**src/rtl/phy_sym_pkg.sv**
```systemverilog
// Shared symbol codes and types for the receive deframer.
package phy_sym_pkg;

    localparam logic [7:0] K_STP = 8'hFB;
    localparam logic [7:0] K_SDP = 8'h5C;
    localparam logic [7:0] K_END = 8'hFD;
    localparam logic [7:0] K_EDB = 8'hFE;
    localparam logic [7:0] K_SKP = 8'h1C;
    localparam logic [7:0] K_IDL = 8'h7C;
    localparam logic [7:0] K_FTS = 8'h3C;
    localparam logic [7:0] K_COM = 8'hBC;

    typedef enum logic [1:0] {
        OS_NONE = 2'b00,
        OS_SKP  = 2'b01,
        OS_IDL  = 2'b10,
        OS_FTS  = 2'b11
    } os_type_t;

    typedef enum logic [1:0] {
        ST_IDLE = 2'b00,
        ST_PKT  = 2'b01,
        ST_OS   = 2'b10
    } rx_state_t;

    // Maps a K-code to its ordered-set type; OS_NONE for anything that cannot follow COM.
    function automatic os_type_t os_type_of(input logic [7:0] sym);
        os_type_t t;
        case (sym)
            K_SKP:   t = OS_SKP;
            K_IDL:   t = OS_IDL;
            K_FTS:   t = OS_FTS;
            default: t = OS_NONE;
        endcase
        return t;
    endfunction

endpackage

```
**src/rtl/phy_rx_os_checker.sv**
```systemverilog
// Ordered-set body checker: counts symbols after COM and verifies they all carry the same type.
module phy_rx_os_checker
    import phy_sym_pkg::*;
#(
    parameter int OS_SYMS = 3
) (
    input  logic       clk,
    input  logic       srst,
    input  logic       clear,
    input  logic       step,
    input  logic [7:0] sym,
    input  logic       sym_k,
    output logic       done,
    output logic       mismatch,
    output os_type_t   os_type
);

    localparam int CNT_W = $clog2(OS_SYMS + 1);

    logic [CNT_W-1:0] cnt_reg, cnt_next;
    os_type_t         type_reg, type_next;
    os_type_t         sym_type;
    logic             sym_ok;
    logic             last_sym;

    always_comb begin
        sym_type = os_type_of(sym);
        // The first body symbol fixes the type; the rest must repeat it.
        sym_ok   = sym_k && (sym_type != OS_NONE) &&
                   ((cnt_reg == '0) || (sym_type == type_reg));
        last_sym = (cnt_reg == CNT_W'(OS_SYMS - 1));
        done     = step && sym_ok && last_sym;
        mismatch = step && !sym_ok;
        os_type  = sym_type;

        cnt_next  = cnt_reg;
        type_next = type_reg;
        if (clear) begin
            cnt_next = '0;
        end else if (step) begin
            if (sym_ok && !last_sym) begin
                cnt_next  = cnt_reg + 1'b1;
                type_next = sym_type;
            end else begin
                cnt_next = '0;
            end
        end
    end

    always_ff @(posedge clk) begin
        if (srst) begin
            cnt_reg  <= '0;
            type_reg <= OS_NONE;
        end else begin
            cnt_reg  <= cnt_next;
            type_reg <= type_next;
        end
    end

endmodule

```
**src/rtl/phy_rx_deframer.sv**
```systemverilog
// Receive symbol deframer: recovers STP/SDP..END/EDB packets and COM ordered sets from the lane.
// Optional PHY_RX_ERR_CNT_EN adds a saturating framing-error counter on ERR_CNT.
module phy_rx_deframer
    import phy_sym_pkg::*;
#(
    parameter int MAX_PKT_LEN = 64,
    parameter int OS_SYMS     = 3
`ifdef PHY_RX_ERR_CNT_EN
    ,
    parameter int ERR_CNT_W   = 16
`endif
) (
    input  logic       CLK0,
    input  logic       RESET,
    input  logic [7:0] SYM_IN,
    input  logic       SYM_K,
    input  logic       SYM_VALID,
    output logic [7:0] D_OUT,
    output logic       D_VALID,
    output logic       PKT_START,
    output logic       PKT_TYPE,
    output logic       PKT_END,
    output logic       PKT_ABORT,
    output logic       OS_VALID,
    output logic [1:0] OS_TYPE,
    output logic       ERROR_DLL
`ifdef PHY_RX_ERR_CNT_EN
    ,
    output logic [ERR_CNT_W-1:0] ERR_CNT
`endif
);

    localparam int LEN_W = $clog2(MAX_PKT_LEN + 1);

    rx_state_t        state_reg, state_next;
    logic [LEN_W-1:0] len_reg, len_next;

    logic [7:0] d_out_reg, d_out_next;
    logic       d_valid_reg, d_valid_next;
    logic       pkt_start_reg, pkt_start_next;
    logic       pkt_type_reg, pkt_type_next;
    logic       pkt_end_reg, pkt_end_next;
    logic       pkt_abort_reg, pkt_abort_next;
    logic       os_valid_reg, os_valid_next;
    logic [1:0] os_type_reg, os_type_next;
    logic       err_reg, err_next;

    logic       os_clear;
    logic       os_step;
    logic       os_done;
    logic       os_mismatch;
    os_type_t   os_sym_type;

    assign os_step = SYM_VALID && (state_reg == ST_OS);

    phy_rx_os_checker #(
        .OS_SYMS (OS_SYMS)
    ) u_os_checker (
        .clk      (CLK0),
        .srst     (RESET),
        .clear    (os_clear),
        .step     (os_step),
        .sym      (SYM_IN),
        .sym_k    (SYM_K),
        .done     (os_done),
        .mismatch (os_mismatch),
        .os_type  (os_sym_type)
    );

    always_comb begin
        state_next     = state_reg;
        len_next       = len_reg;
        d_out_next     = d_out_reg;
        d_valid_next   = 1'b0;
        pkt_start_next = 1'b0;
        pkt_type_next  = pkt_type_reg;
        pkt_end_next   = 1'b0;
        pkt_abort_next = 1'b0;
        os_valid_next  = 1'b0;
        os_type_next   = os_type_reg;
        err_next       = 1'b0;
        os_clear       = 1'b0;

        if (SYM_VALID) begin
            case (state_reg)
                ST_IDLE: begin
                    if (SYM_K && (SYM_IN == K_STP || SYM_IN == K_SDP)) begin
                        state_next     = ST_PKT;
                        pkt_start_next = 1'b1;
                        pkt_type_next  = (SYM_IN == K_SDP);
                        len_next       = '0;
                    end else if (SYM_K && SYM_IN == K_COM) begin
                        state_next = ST_OS;
                        os_clear   = 1'b1;
                    end else if (SYM_K || SYM_IN != 8'h00) begin
                        err_next = 1'b1;
                    end
                end

                ST_PKT: begin
                    if (!SYM_K) begin
                        if (len_reg == LEN_W'(MAX_PKT_LEN)) begin
                            err_next       = 1'b1;
                            pkt_end_next   = 1'b1;
                            pkt_abort_next = 1'b1;
                            state_next     = ST_IDLE;
                        end else begin
                            d_valid_next = 1'b1;
                            d_out_next   = SYM_IN;
                            len_next     = len_reg + 1'b1;
                        end
                    end else begin
                        // Every K-symbol other than a good END closes the packet as nullified.
                        pkt_end_next   = 1'b1;
                        pkt_abort_next = 1'b1;
                        state_next     = ST_IDLE;
                        case (SYM_IN)
                            K_END: begin
                                if (len_reg != '0) begin
                                    pkt_abort_next = 1'b0;
                                end else begin
                                    err_next = 1'b1;
                                end
                            end
                            K_EDB: ;
                            K_STP, K_SDP: begin
                                err_next       = 1'b1;
                                pkt_start_next = 1'b1;
                                pkt_type_next  = (SYM_IN == K_SDP);
                                len_next       = '0;
                                state_next     = ST_PKT;
                            end
                            K_COM: begin
                                err_next   = 1'b1;
                                os_clear   = 1'b1;
                                state_next = ST_OS;
                            end
                            default: err_next = 1'b1;
                        endcase
                    end
                end

                ST_OS: begin
                    if (os_done) begin
                        os_valid_next = 1'b1;
                        os_type_next  = os_sym_type;
                        state_next    = ST_IDLE;
                    end else if (os_mismatch) begin
                        err_next   = 1'b1;
                        state_next = (SYM_K && SYM_IN == K_COM) ? ST_OS : ST_IDLE;
                    end
                end

                default: state_next = ST_IDLE;
            endcase
        end
    end

    always_ff @(posedge CLK0) begin
        if (RESET) begin
            state_reg     <= ST_IDLE;
            len_reg       <= '0;
            d_out_reg     <= 8'h00;
            d_valid_reg   <= 1'b0;
            pkt_start_reg <= 1'b0;
            pkt_type_reg  <= 1'b0;
            pkt_end_reg   <= 1'b0;
            pkt_abort_reg <= 1'b0;
            os_valid_reg  <= 1'b0;
            os_type_reg   <= 2'b00;
            err_reg       <= 1'b0;
        end else begin
            state_reg     <= state_next;
            len_reg       <= len_next;
            d_out_reg     <= d_out_next;
            d_valid_reg   <= d_valid_next;
            pkt_start_reg <= pkt_start_next;
            pkt_type_reg  <= pkt_type_next;
            pkt_end_reg   <= pkt_end_next;
            pkt_abort_reg <= pkt_abort_next;
            os_valid_reg  <= os_valid_next;
            os_type_reg   <= os_type_next;
            err_reg       <= err_next;
        end
    end

    assign D_OUT     = d_out_reg;
    assign D_VALID   = d_valid_reg;
    assign PKT_START = pkt_start_reg;
    assign PKT_TYPE  = pkt_type_reg;
    assign PKT_END   = pkt_end_reg;
    assign PKT_ABORT = pkt_abort_reg;
    assign OS_VALID  = os_valid_reg;
    assign OS_TYPE   = os_type_reg;
    assign ERROR_DLL = err_reg;

`ifdef PHY_RX_ERR_CNT_EN
    logic [ERR_CNT_W-1:0] err_cnt_reg;

    always_ff @(posedge CLK0) begin
        if (RESET) begin
            err_cnt_reg <= '0;
        end else if (err_next && !(&err_cnt_reg)) begin
            err_cnt_reg <= err_cnt_reg + 1'b1;
        end
    end

    assign ERR_CNT = err_cnt_reg;
`endif

endmodule

```
**config.mk**
```make
export PLATFORM = sky130hd
export DESIGN_NAME = phy_rx_deframer
export DESIGN_NICKNAME = d
export VERILOG_FILES = /design/src/rtl/phy_sym_pkg.sv /design/src/rtl/phy_rx_os_checker.sv /design/src/rtl/phy_rx_deframer.sv
export SDC_FILE = /design/constraint.sdc
export NUM_CORES = 1
export LEC_CHECK = 0
export BUFFER_PORTS_ARGS = -buffer_cell sky130_fd_sc_hd__buf_2
export CORE_ASPECT_RATIO = 0.9
export CORE_UTILIZATION = 32
export CTS_CLUSTER_DIAMETER = 30
export CTS_CLUSTER_SIZE = 14
export DETAILED_ROUTE_END_ITERATION = 8
export SETUP_SLACK_MARGIN = 0.02
export SYNTH_ARGS = -nofsm -noshare
export SYNTH_HDL_FRONTEND = slang
export SYNTH_SLANG_ARGS = --single-unit
```
**constraint.sdc**
```tcl
create_clock -name CLK0 -period 2.75 [get_ports CLK0]
set_input_delay 0.275 -clock CLK0 [delete_from_list [all_inputs] [get_ports CLK0]]
set_output_delay 0.275 -clock CLK0 [all_outputs]
set_load 0.03 [all_outputs]
```
Word-level counts from Yosys, hierarchy flattened
Cells that the tools add are included.
- order comparisons: 0
- multiply operators: 0
- shift operators: 0
- mux-type cells: 45
- bitwise logic cells: 6
- add/sub/neg operators: 2
- reductions and logical operators: 32
- equal/unequal tests: 21
- div/mod/pow operators: 0
- operators with widths (operator ; number):
    8-bit == test, second input constant ; 4
    7-bit two-way mux ; 4
    1-bit two-way mux ; 24
    8-bit by 7-bit == test with 1-bit output, second input constant ; 2
    2-bit two-way mux ; 8
    7-bit case mux with 2 select lines ; 1
    3-bit != test, second input constant ; 4
    2-bit case mux with 3 select lines ; 2
    5-bit AND reduction ; 2
    1-bit logical AND ; 9
    8-bit by 5-bit == test with 1-bit output, second input constant ; 1
    8-bit by 6-bit == test with 1-bit output, second input constant ; 1
    1-bit case mux with 2 select lines ; 4
    4-bit AND reduction ; 2
    8-bit nonzero test ; 1
    7-bit by 1-bit adder with 7-bit output, second input constant ; 1
    7-bit == test, second input constant ; 1
    7-bit nonzero test ; 1
    1-bit inverter ; 6
    3-bit AND reduction ; 2
    2-bit OR reduction ; 3
    3-bit OR reduction ; 2
    2-bit == test, second input constant ; 2
    2-bit logical NOT ; 2
    12 further kinds ; 17
- latch bits: 0
- memory bits (writable): 0
- memories: 0
- ROM bits: 0
- flip-flop bits (word level): 30
- output and inout bits: 17
- logic and storage cells: 119

Logic depth before layout (Yosys ltp)
Gate-level depths: netlist (run 1).
- word-level depth: 10
- gate-level depth with buffers: 7

Hierarchy
Synthesis (run 1) repeated with hierarchy kept, for this count alone.
- cells, all modules: 186
- area total of the unflattened synthesis: 1529.0 um^2
- modules (own cells, without submodules) (module ; times used ; seq. area each (um^2) ; cells an instance ; area an instance (um^2)):
    phy_rx_deframer ; 1 ; 520.5 ; 149 ; 1217.4
    phy_rx_os_checker ; 1 ; 80.1 ; 37 ; 311.5

Worst setup path before layout (run 1)
No wires, ideal clock.
- path type: flip-flop to flip-flop
- from: register len_reg[0]
- to: register d_out_reg[0], in the netlist D_OUT[0]
- setup time: 128 ps
- stages on the path, launching flop included: 7
- buffers on the path: 1
- slack: 1113 ps
- arrival: 1509 ps
- period minus slack after synthesis: 1637 ps
- cells stage by stage: dfxtp_1 > inv_1 > ha_1 > a31oi_1 > buf_4 > mux2i_1 > nor2_1
- word-level cells in the longest chain between the ends: 3
- ends and longest elaborated chain (element ; line ; RTL):
    start: declaration ; phy_rx_deframer.sv:36 ; logic [LEN_W-1:0] len_reg, len_next;
    start signal: assignment ; phy_rx_deframer.sv:174 ; len_reg <= len_next;
    7-bit == test ; phy_rx_deframer.sv:102 ; if (len_reg == LEN_W'(MAX_PKT_LEN)) begin
    1-bit inverter (no source line) ; -- ;
    4-bit AND reduction (no source line) ; -- ;
    end signal: assignment ; phy_rx_deframer.sv:175 ; d_out_reg <= d_out_next;
    end: declaration ; phy_rx_deframer.sv:38 ; logic [7:0] d_out_reg, d_out_next;
No other way between the ends.
A chain may end at the register's enable or synchronous reset.

Final worst setup path (run 1)
- from: register u_os_checker.type_reg[1]
- to: register os_type_reg[0], in the netlist OS_TYPE[0]
- word-level cells in the longest chain between the ends: 6
- ends and longest elaborated chain (element ; line ; RTL):
    start: declaration ; phy_rx_os_checker.sv:21 ; os_type_t type_reg, type_next;
    start signal: assignment ; phy_rx_os_checker.sv:56 ; type_reg <= type_next;
    2-bit == test ; phy_rx_os_checker.sv:30 ; ((cnt_reg == '0) || (sym_type == type_reg));
    1-bit logical OR ; phy_rx_os_checker.sv:30 ;
    1-bit logical AND ; phy_rx_os_checker.sv:29 ; sym_ok = sym_k && (sym_type != OS_NONE) &&
    1-bit logical AND (2 in a row) ; phy_rx_os_checker.sv:32 ; done = step && sym_ok && last_sym;
    3-bit AND reduction (no source line) ; -- ;
    end signal: assignment ; phy_rx_deframer.sv:182 ; os_type_reg <= os_type_next;
    end: declaration ; phy_rx_deframer.sv:45 ; logic [1:0] os_type_reg, os_type_next;
No other way between the ends.

==> summary.md, run 1 <==
| Metric | Value |
|---|---|
| Post-Synthesis Cells | `158` |
| Max Cap Viol | `0` |
| Initial antenna violation count | `0` |
| Final setup vio count | `0` |
| Syn avg cell area | `~9.5 um2` |
| Relative slew slack | `69.1%` |
| Clk sinks | `30` |
| Clock transition at path regs | `60 ps` |
| Max Freq | `0.614 GHz` |
| Core Util, Final | `39.8%` |
| Hold buffers post-CTS | `0` |
| Worst setup SP type | `register` |
| WL per Instance | `12.2 um` |
| GPL Wtd Cong | `0.781` |
| Cells on worst reg2reg path | `5` |
| Non-filler cells, final | `252` |
| Clock Path Buffers | `2` |
| Actual slew at the worst max-slew pin | `463 ps` |
| Post-CTS sizing | `0` |
| CP Class | `reg -> reg` |
| LEAKAGE | `~0.69 nW` |
| Final Instance Area | `0.00179 mm2` |
| Cell Area, Placed | `about 0.0017 mm2` |
| Vias in the first global route | `1162` |
| Clock skew | `5.63 ps` |
| Cell Chain, Critical Path | `nor4b_2 > a311oi_2 > nor4b_2 > mux2i_1 > nor2_1` |
| Post-Syn Nets | `174` |
| Peak VDD IR | `0.223 mV` |
| Rows | `23` |
| Yosys warnings | `0` |
| Drt drc | `0` |
| Gr usage total | `14.6%` |
| Async S/R FF share, synth | `0%` |
| Post-synthesis sequential element count | `30` |
| Drt pass-1 iters | `4` |
| Type of the worst min-delay path | `in -> reg` |
| Post-Synth Adder-Cell Area | `3.34%` |
| Status | `finished clean` |
| Pins Over Slew Limit | `0` |
| CTS tree | `built` |
| Width of the die | `74.1 um` |
| Cts bufs inserted | `5` |
| Final Critical Period | `1630 ps` |
| Detailed-placement wirelength estimate | `between 2000 and 2500 um` |
| Total gr overflow | `0` |
| Crit Path Max Fanout | `4` |
| Worst path arrival time | `1780 ps` |
| Largest family of logic cells by synthesized area | `simple AND/OR/NAND/NOR gates` |
| Vias per inst | `just under 5` |
| Area Overhead vs Synth | `19.1%` |
| H-Tree Depth | `2` |
| Period utilisation layout | `59.2%` |
| Setup TNS | `0 ps` |
| Via count | `~1200` |
| Placed Cells | `244` |
| Die height | `approximately 67 um` |
| I/O pin total | `29` |
| Hold_ws | `290 ps` |
| Max reg flops | `8` |
| Critical path's slowest cell | `nor4b_2` |
| Final Hold Violating Endpoints | `0` |
| Maximum number of pins on one net before global-route repair | `23` |
| Post-synthesis simple-gate area fraction | `between 30% and 40%` |
| Post-synth EDFFs | `0` |
| Share of post-route cells with drive strength above 1 | `26.3%` |
| Count of different cell masters after synthesis | `41` |
| Mux contribution to synthesized area | `8.68%` |
| Post-DRT Antenna Nets | `0` |
| Routed wire length | `3060 um` |
| Die area | `0.00496 mm2` |
| Final nets | `205` |
| CP peak stage delay | `430 ps` |
| Number of post-CTS setup repair buffers | `0` |
| Port buffer count | `28` |
| Power Dens Cells | `~470 mW/mm2` |
| Unrepaired setup endpoints after global routing | `false` |
| Antenna fix cells | `0` |
| R2r setup slk | `1120 ps` |
| Core area | `between 0.004 and 0.005 mm2` |
| First-pass GRT wire length | `around 5300 um` |
| Worst skew pair latency | `~280 ps` |
| Post-Syn Area | `0.00150 mm2` |
| Critical Path End Type | `register` |
| Post-Synth XOR/XNOR Area | `under 10%` |
| Worst Hold Depth | `2` |
| Initial core utilization | `around a third` |
| Register area share after synthesis | `40.1%` |
| Most common cell on crit path | `nor4b_2` |
| Predominant post-synthesis flop cell | `dfxtp_1` |
| Post-synthesis compound-gate area fraction | `approximately a tenth` |
| Req. time, crit path | `2910 ps` |
| Initial DRC Count | `106` |
| Root buf cell | `clkbuf_8` |
[power breakdown]
group | switching (mW) | internal (mW) | leakage (nW) | total (mW)
Combinational | 0.0343 | 0.0141 | 0.399 | 0.0484
Clock | 0.160 | 0.201 | 0.0482 | 0.361
Sequential | 0.000264 | 0.435 | 0.242 | 0.436
[through the flow]
stage               power (mW)  setup WS (ps)
floorplan                0.472           1110
global placement         0.493            974
detailed placement       0.494            972
CTS                      0.859           1100
global route             0.887            988
finish                   0.845           1120
[path summary, 6_finish.rpt]
path / start / to
worst max-delay path: u_os_checker.type_reg[1] / OS_TYPE[0]
worst min-delay path: SYM_VALID / state_reg[1]
worst max register to register: u_os_checker.type_reg[1] / OS_TYPE[0]
worst min register to register: PKT_TYPE / PKT_TYPE
[kinds of logic after synthesis]
kind of cell,after synthesis
XOR/XNOR,7
buffers and inverters,11
AO/OA/AOI/OAI,18
AND/OR/NAND/NOR,75
adder cells (fa/ha/maj),4
multiplexers,13
flip-flops,30
[final cells by class]
cell class,instances,area (um2)
Timing Repair Buffer,29,148
Tap cell,62,77.6
Sequential cell,30,601
Clock inverter,1,5.00
Fill cell,478,2700
Inverter,6,22.5
Clock buffer,7,86.3
Multi-Input combinational cell,117,846
[synthesized netlist by cell type, types with 4 or more instances]
cell,number,share of area [%]
nand2_1,11,2.8
dfxtp_1,30,40
nor2_1,28,7.0
ha_1,4,3.3
nand3_1,6,2.0
xor2_1,6,3.5
inv_1,6,1.5
a21oi_1,5,1.7
mux2i_1,13,8.7
[worst max-delay path: cells and delay by family, from the launching register on]
| kind | cells | cell delay (ps) |
|---|---|---|
| flip-flops | 1 | 340 |
| AND/OR/NAND/NOR | 3 | 800 |
| multiplexers | 1 | 240 |
| AO/OA/AOI/OAI | 1 | 130 |
[per-layer routing]
metal  share of wire [%]  up-vias  global-route usage [%]  wire, um
li1                    -      624                       -         -
met1                  54      550                    20.5      1650
met2                  38       40                    19.9      1150
met3                 6.6        6                    4.54       201
met4                 2.2        0                    7.21        66
met5                   0        -                       0         0
[layout by cell type, fill, tap and decap left out, types with 2 or more instances in the layout]
master,netlist,layout
dfxtp_1,30,30
nor2_1,28,28
buf_2,0,28
mux2i_1,13,13
nand2_1,11,11
inv_1,6,6
xor2_1,6,6
nand3_1,6,6
clkbuf_8,0,6
a21oi_1,5,5
ha_1,4,4
nor4_1,3,3
and3_1,3,3
nor4b_2,3,3
nand2b_1,3,3
nand4_1,3,3
a31oi_1,2,2
nor4_4,2,2
nor2b_1,2,2
nor3_1,2,2
Note: power is estimated with default switching activity, not from simulation.
==> inputs of run 2 (changes only) <==
==> constraint.sdc (replaced) <==
create_clock -name CLK0 -period 1.3 [get_ports CLK0]
set_input_delay 0.13 -clock CLK0 [delete_from_list [all_inputs] [get_ports CLK0]]
set_output_delay 0.13 -clock CLK0 [all_outputs]
set_load 0.03 [all_outputs]
==> summary.md, run 2 (synthesis gave the netlist of run 1 again) <==
| Metric | Value |
|---|---|
| Hold_ws | `161 ps (-130 ps)` |
| CP peak stage delay | `360 ps (-70 ps)` |
| Die height | `66.9 um (unchanged)` |
| Worst hold path endpoint | `D_OUT[3]` |
| Final Critical Period | `1440 ps (-188 ps)` |
| Core Util, Final | `51.0% (+11 points)` |
| Final Hold Violating Endpoints | `0 (unchanged)` |
| Cts bufs inserted | `5 (unchanged)` |
| Rows | `23 (unchanged)` |
| Clock transition at path regs | `60 ps (about the same)` |
| CP Class | `reg -> reg` |
| Detailed-placement wirelength estimate | `2640 um (+18%)` |
| Post-DRT Antenna Nets | `0 (unchanged)` |
| Worst setup SP type | `register` |
| Min-delay src | `SYM_IN[3]` |
| Cell Chain, Critical Path | `buf_6 > nand4bb_4 > a31oi_4 > clkbuf_16 > mux2i_1 > nor2_1` |
| Unrepaired setup endpoints after global routing | `true` |
| Vias in the first global route | `1262 (+8.6%)` |
| Clock Path Buffers | `2 (unchanged)` |
| Die area | `0.00496 mm2 (unchanged)` |
| Place WS | `-245 ps (-1220 ps)` |
| Max Freq | `0.695 GHz (+13%)` |
| Area Overhead vs Synth | `52.8%` |
| Final setup vio count | `23 (+23)` |
| Status | `finished with violations` |
| WL per Instance | `11.9 um (-2.3%)` |
| Width of the die | `74.1 um (unchanged)` |
| Core area | `0.00449 mm2 (unchanged)` |
| Setup TNS | `-2300 ps (-2300 ps)` |
| Max Cap Viol | `0 (unchanged)` |
| Int Power | `1.52 mW (+130%)` |
| Initial DRC Count | `49 (-54%)` |
| Clk sinks | `30 (unchanged)` |
| H-Tree Depth | `2 (unchanged)` |
| Critical Path End Type | `register` |
| Initial antenna violation count | `0 (unchanged)` |
| Routed wire length | `3400 um (+11%)` |
| Violated checks | `setup timing` |
| Initial core utilization | `33.4% (unchanged)` |
| Terminus of the critical flop-to-flop path | `D_OUT[1]` |
| Final worst slack | `-139 ps (-1260 ps)` |
| GPL Wtd Cong | `0.728 (-6.8%)` |
| Gr usage total | `16.1% (+1.5 points)` |
| Pins Over Slew Limit | `0 (unchanged)` |
| Actual slew at the worst max-slew pin | `420 ps (-43.0 ps)` |
| Top Family by Delay on Critical Path | `flip-flops` |
| Via count | `1336 (+9.5%)` |
| Worst skew pair latency | `280 ps (about the same)` |
| Worst Hold Depth | `3 (+1)` |
| Bufs and invs on worst path | `2 (+2)` |
| Non-filler cells, final | `286 (+13%)` |
| Share of post-route cells with drive strength above 1 | `51.8% (+25 points)` |
| Clock skew | `2.75 ps (-2.88 ps)` |
| Commonest non-fill, non-tap cell in the layout | `buf_4` |
| Power Dens Cells | `848 mW/mm2 (+79%)` |
| Drt pass-1 iters | `4 (unchanged)` |
| Switching power | `0.423 mW (+120%)` |
| Maximum number of pins on one net before global-route repair | `22 (-4.3%)` |
| Most frequent cells in the layout | `30 x buf_4, 28 x buf_2, 25 x nor2_1` |
| LEAKAGE | `0.902 nW (+31%)` |
| First-pass GRT wire length | `5870 um (+10%)` |
| Placed Cells | `276 (+13%)` |
| Seq pwr share | `47.4% (-4.1 points)` |
| Critical path's slowest cell | `dfxtp_2` |
| Hold buffers post-CTS | `0 (unchanged)` |
| Req. time, crit path | `1460 ps (-1450 ps)` |
| Final nets | `239 (+17%)` |
| Vias per inst | `4.67 (-3.5%)` |
| Sw Share | `21.8% (-1.2 points)` |
| Drt drc | `0 (unchanged)` |
| Worst r2r src | `state_reg[0]` |
| CTS tree | `built` |
| Relative slew slack | `71.7% (+2.6 points)` |
| Port buffer count | `28 (unchanged)` |
| Cells on worst reg2reg path | `6 (+1)` |
| Clk network pwr share | `44.9% (+2.2 points)` |
| Worst path arrival time | `1600 ps (-180 ps)` |
| Crit Path Max Fanout | `6 (+2)` |
| Type of the worst min-delay path | `in -> reg` |
| Combinational share of power | `7.7% (+2.0 points)` |
| Root buf cell | `clkbuf_8` |
| Total gr overflow | `0 (unchanged)` |
| I/O pin total | `29 (unchanged)` |
| Max reg flops | `8 (unchanged)` |
| Peak VDD IR | `0.505 mV (+130%)` |
| Period utilisation layout | `111% (+52 points)` |
| R2r setup slk | `-140 ps (-1260 ps)` |
| Antenna fix cells | `0 (unchanged)` |
[run 2: cell types whose count changed in the layout (fill, tap and decap cells not counted), sizes merged]
cell,before,now
clkinv,1,0
buf,29,62
clkbuf,7,9
[run 2: through the flow]
stage / power (mW) / instance area, um2
2_1_floorplan: 1.00 / 1630
3_3_place_gp: 1.09 / 2070
3_5_place_dp: 1.09 / 2070
4_1_cts: 1.97 / 2220
5_1_grt: 2.03 / 2290
6_report: 1.94 / 2290
[run 2: what timing repair did]
action                     4_1_cts  5_1_grt
gates cloned                     0        1
gates resized for setup          6       13
buffers inserted                 1        1
pin swaps                        7       16
setup endpoints to repair       23       28
[run 2: power groups by stage]
| stage | sequential, mW | combinational, mW | clock, mW |
|---|---|---|---|
| floorplan | 0.946 | 0.0552 | 0 |
| global placement | 0.942 | 0.147 | 0 |
| detailed placement | 0.942 | 0.147 | 0 |
| CTS | 0.921 | 0.148 | 0.901 |
| global route | 0.921 | 0.165 | 0.946 |
| finish | 0.921 | 0.150 | 0.871 |
[run 2: worst max path at each step]
stage | start | to | slack (ps) | depth (start not counted)
detailed placement | SYM_IN[4] | OS_TYPE[0] | -240 | 6
CTS | u_os_checker.type_reg[1] | OS_TYPE[0] | -160 | 5
global route | u_os_checker.type_reg[1] | OS_TYPE[0] | -240 | 5
finish | state_reg[0] | D_OUT[1] | -140 | 6
floorplan | u_os_checker.type_reg[1] | OS_TYPE[0] | -110 | 5
global placement | SYM_IN[4] | OS_TYPE[0] | -220 | 6
[run 2: worst register-to-register path, delay by kind of cell (launching register included)]
family / cells / cell delay [ps]
buffers and inverters: 2 / 320
AOI/OAI and AO/OA: 1 / 290
DFF: 1 / 360
muxes: 1 / 180
and+or+nand+nor: 2 / 190
[run 2: layer usage]
layer | track usage, % | vias up | share of wire (%)
met3 | 4.39 | 5 | 4.6
met1 | 22.2 | 610 | 50
met5 | 0 | - | 0
met2 | 23.1 | 30 | 44
met4 | 7.21 | 0 | 1.4
li1 | - | 691 | -
[run 2: cell type report]
| type | instances | area (um2) |
|---|---|---|
| flip-flops and latches | 30 | 612 |
| inverters | 6 | 22.5 |
| well taps | 62 | 77.6 |
| repair buffers | 63 | 444 |
| fillers | 443 | 2200 |
| clock buffers | 8 | 110 |
| multi-input cells | 117 | 1020 |
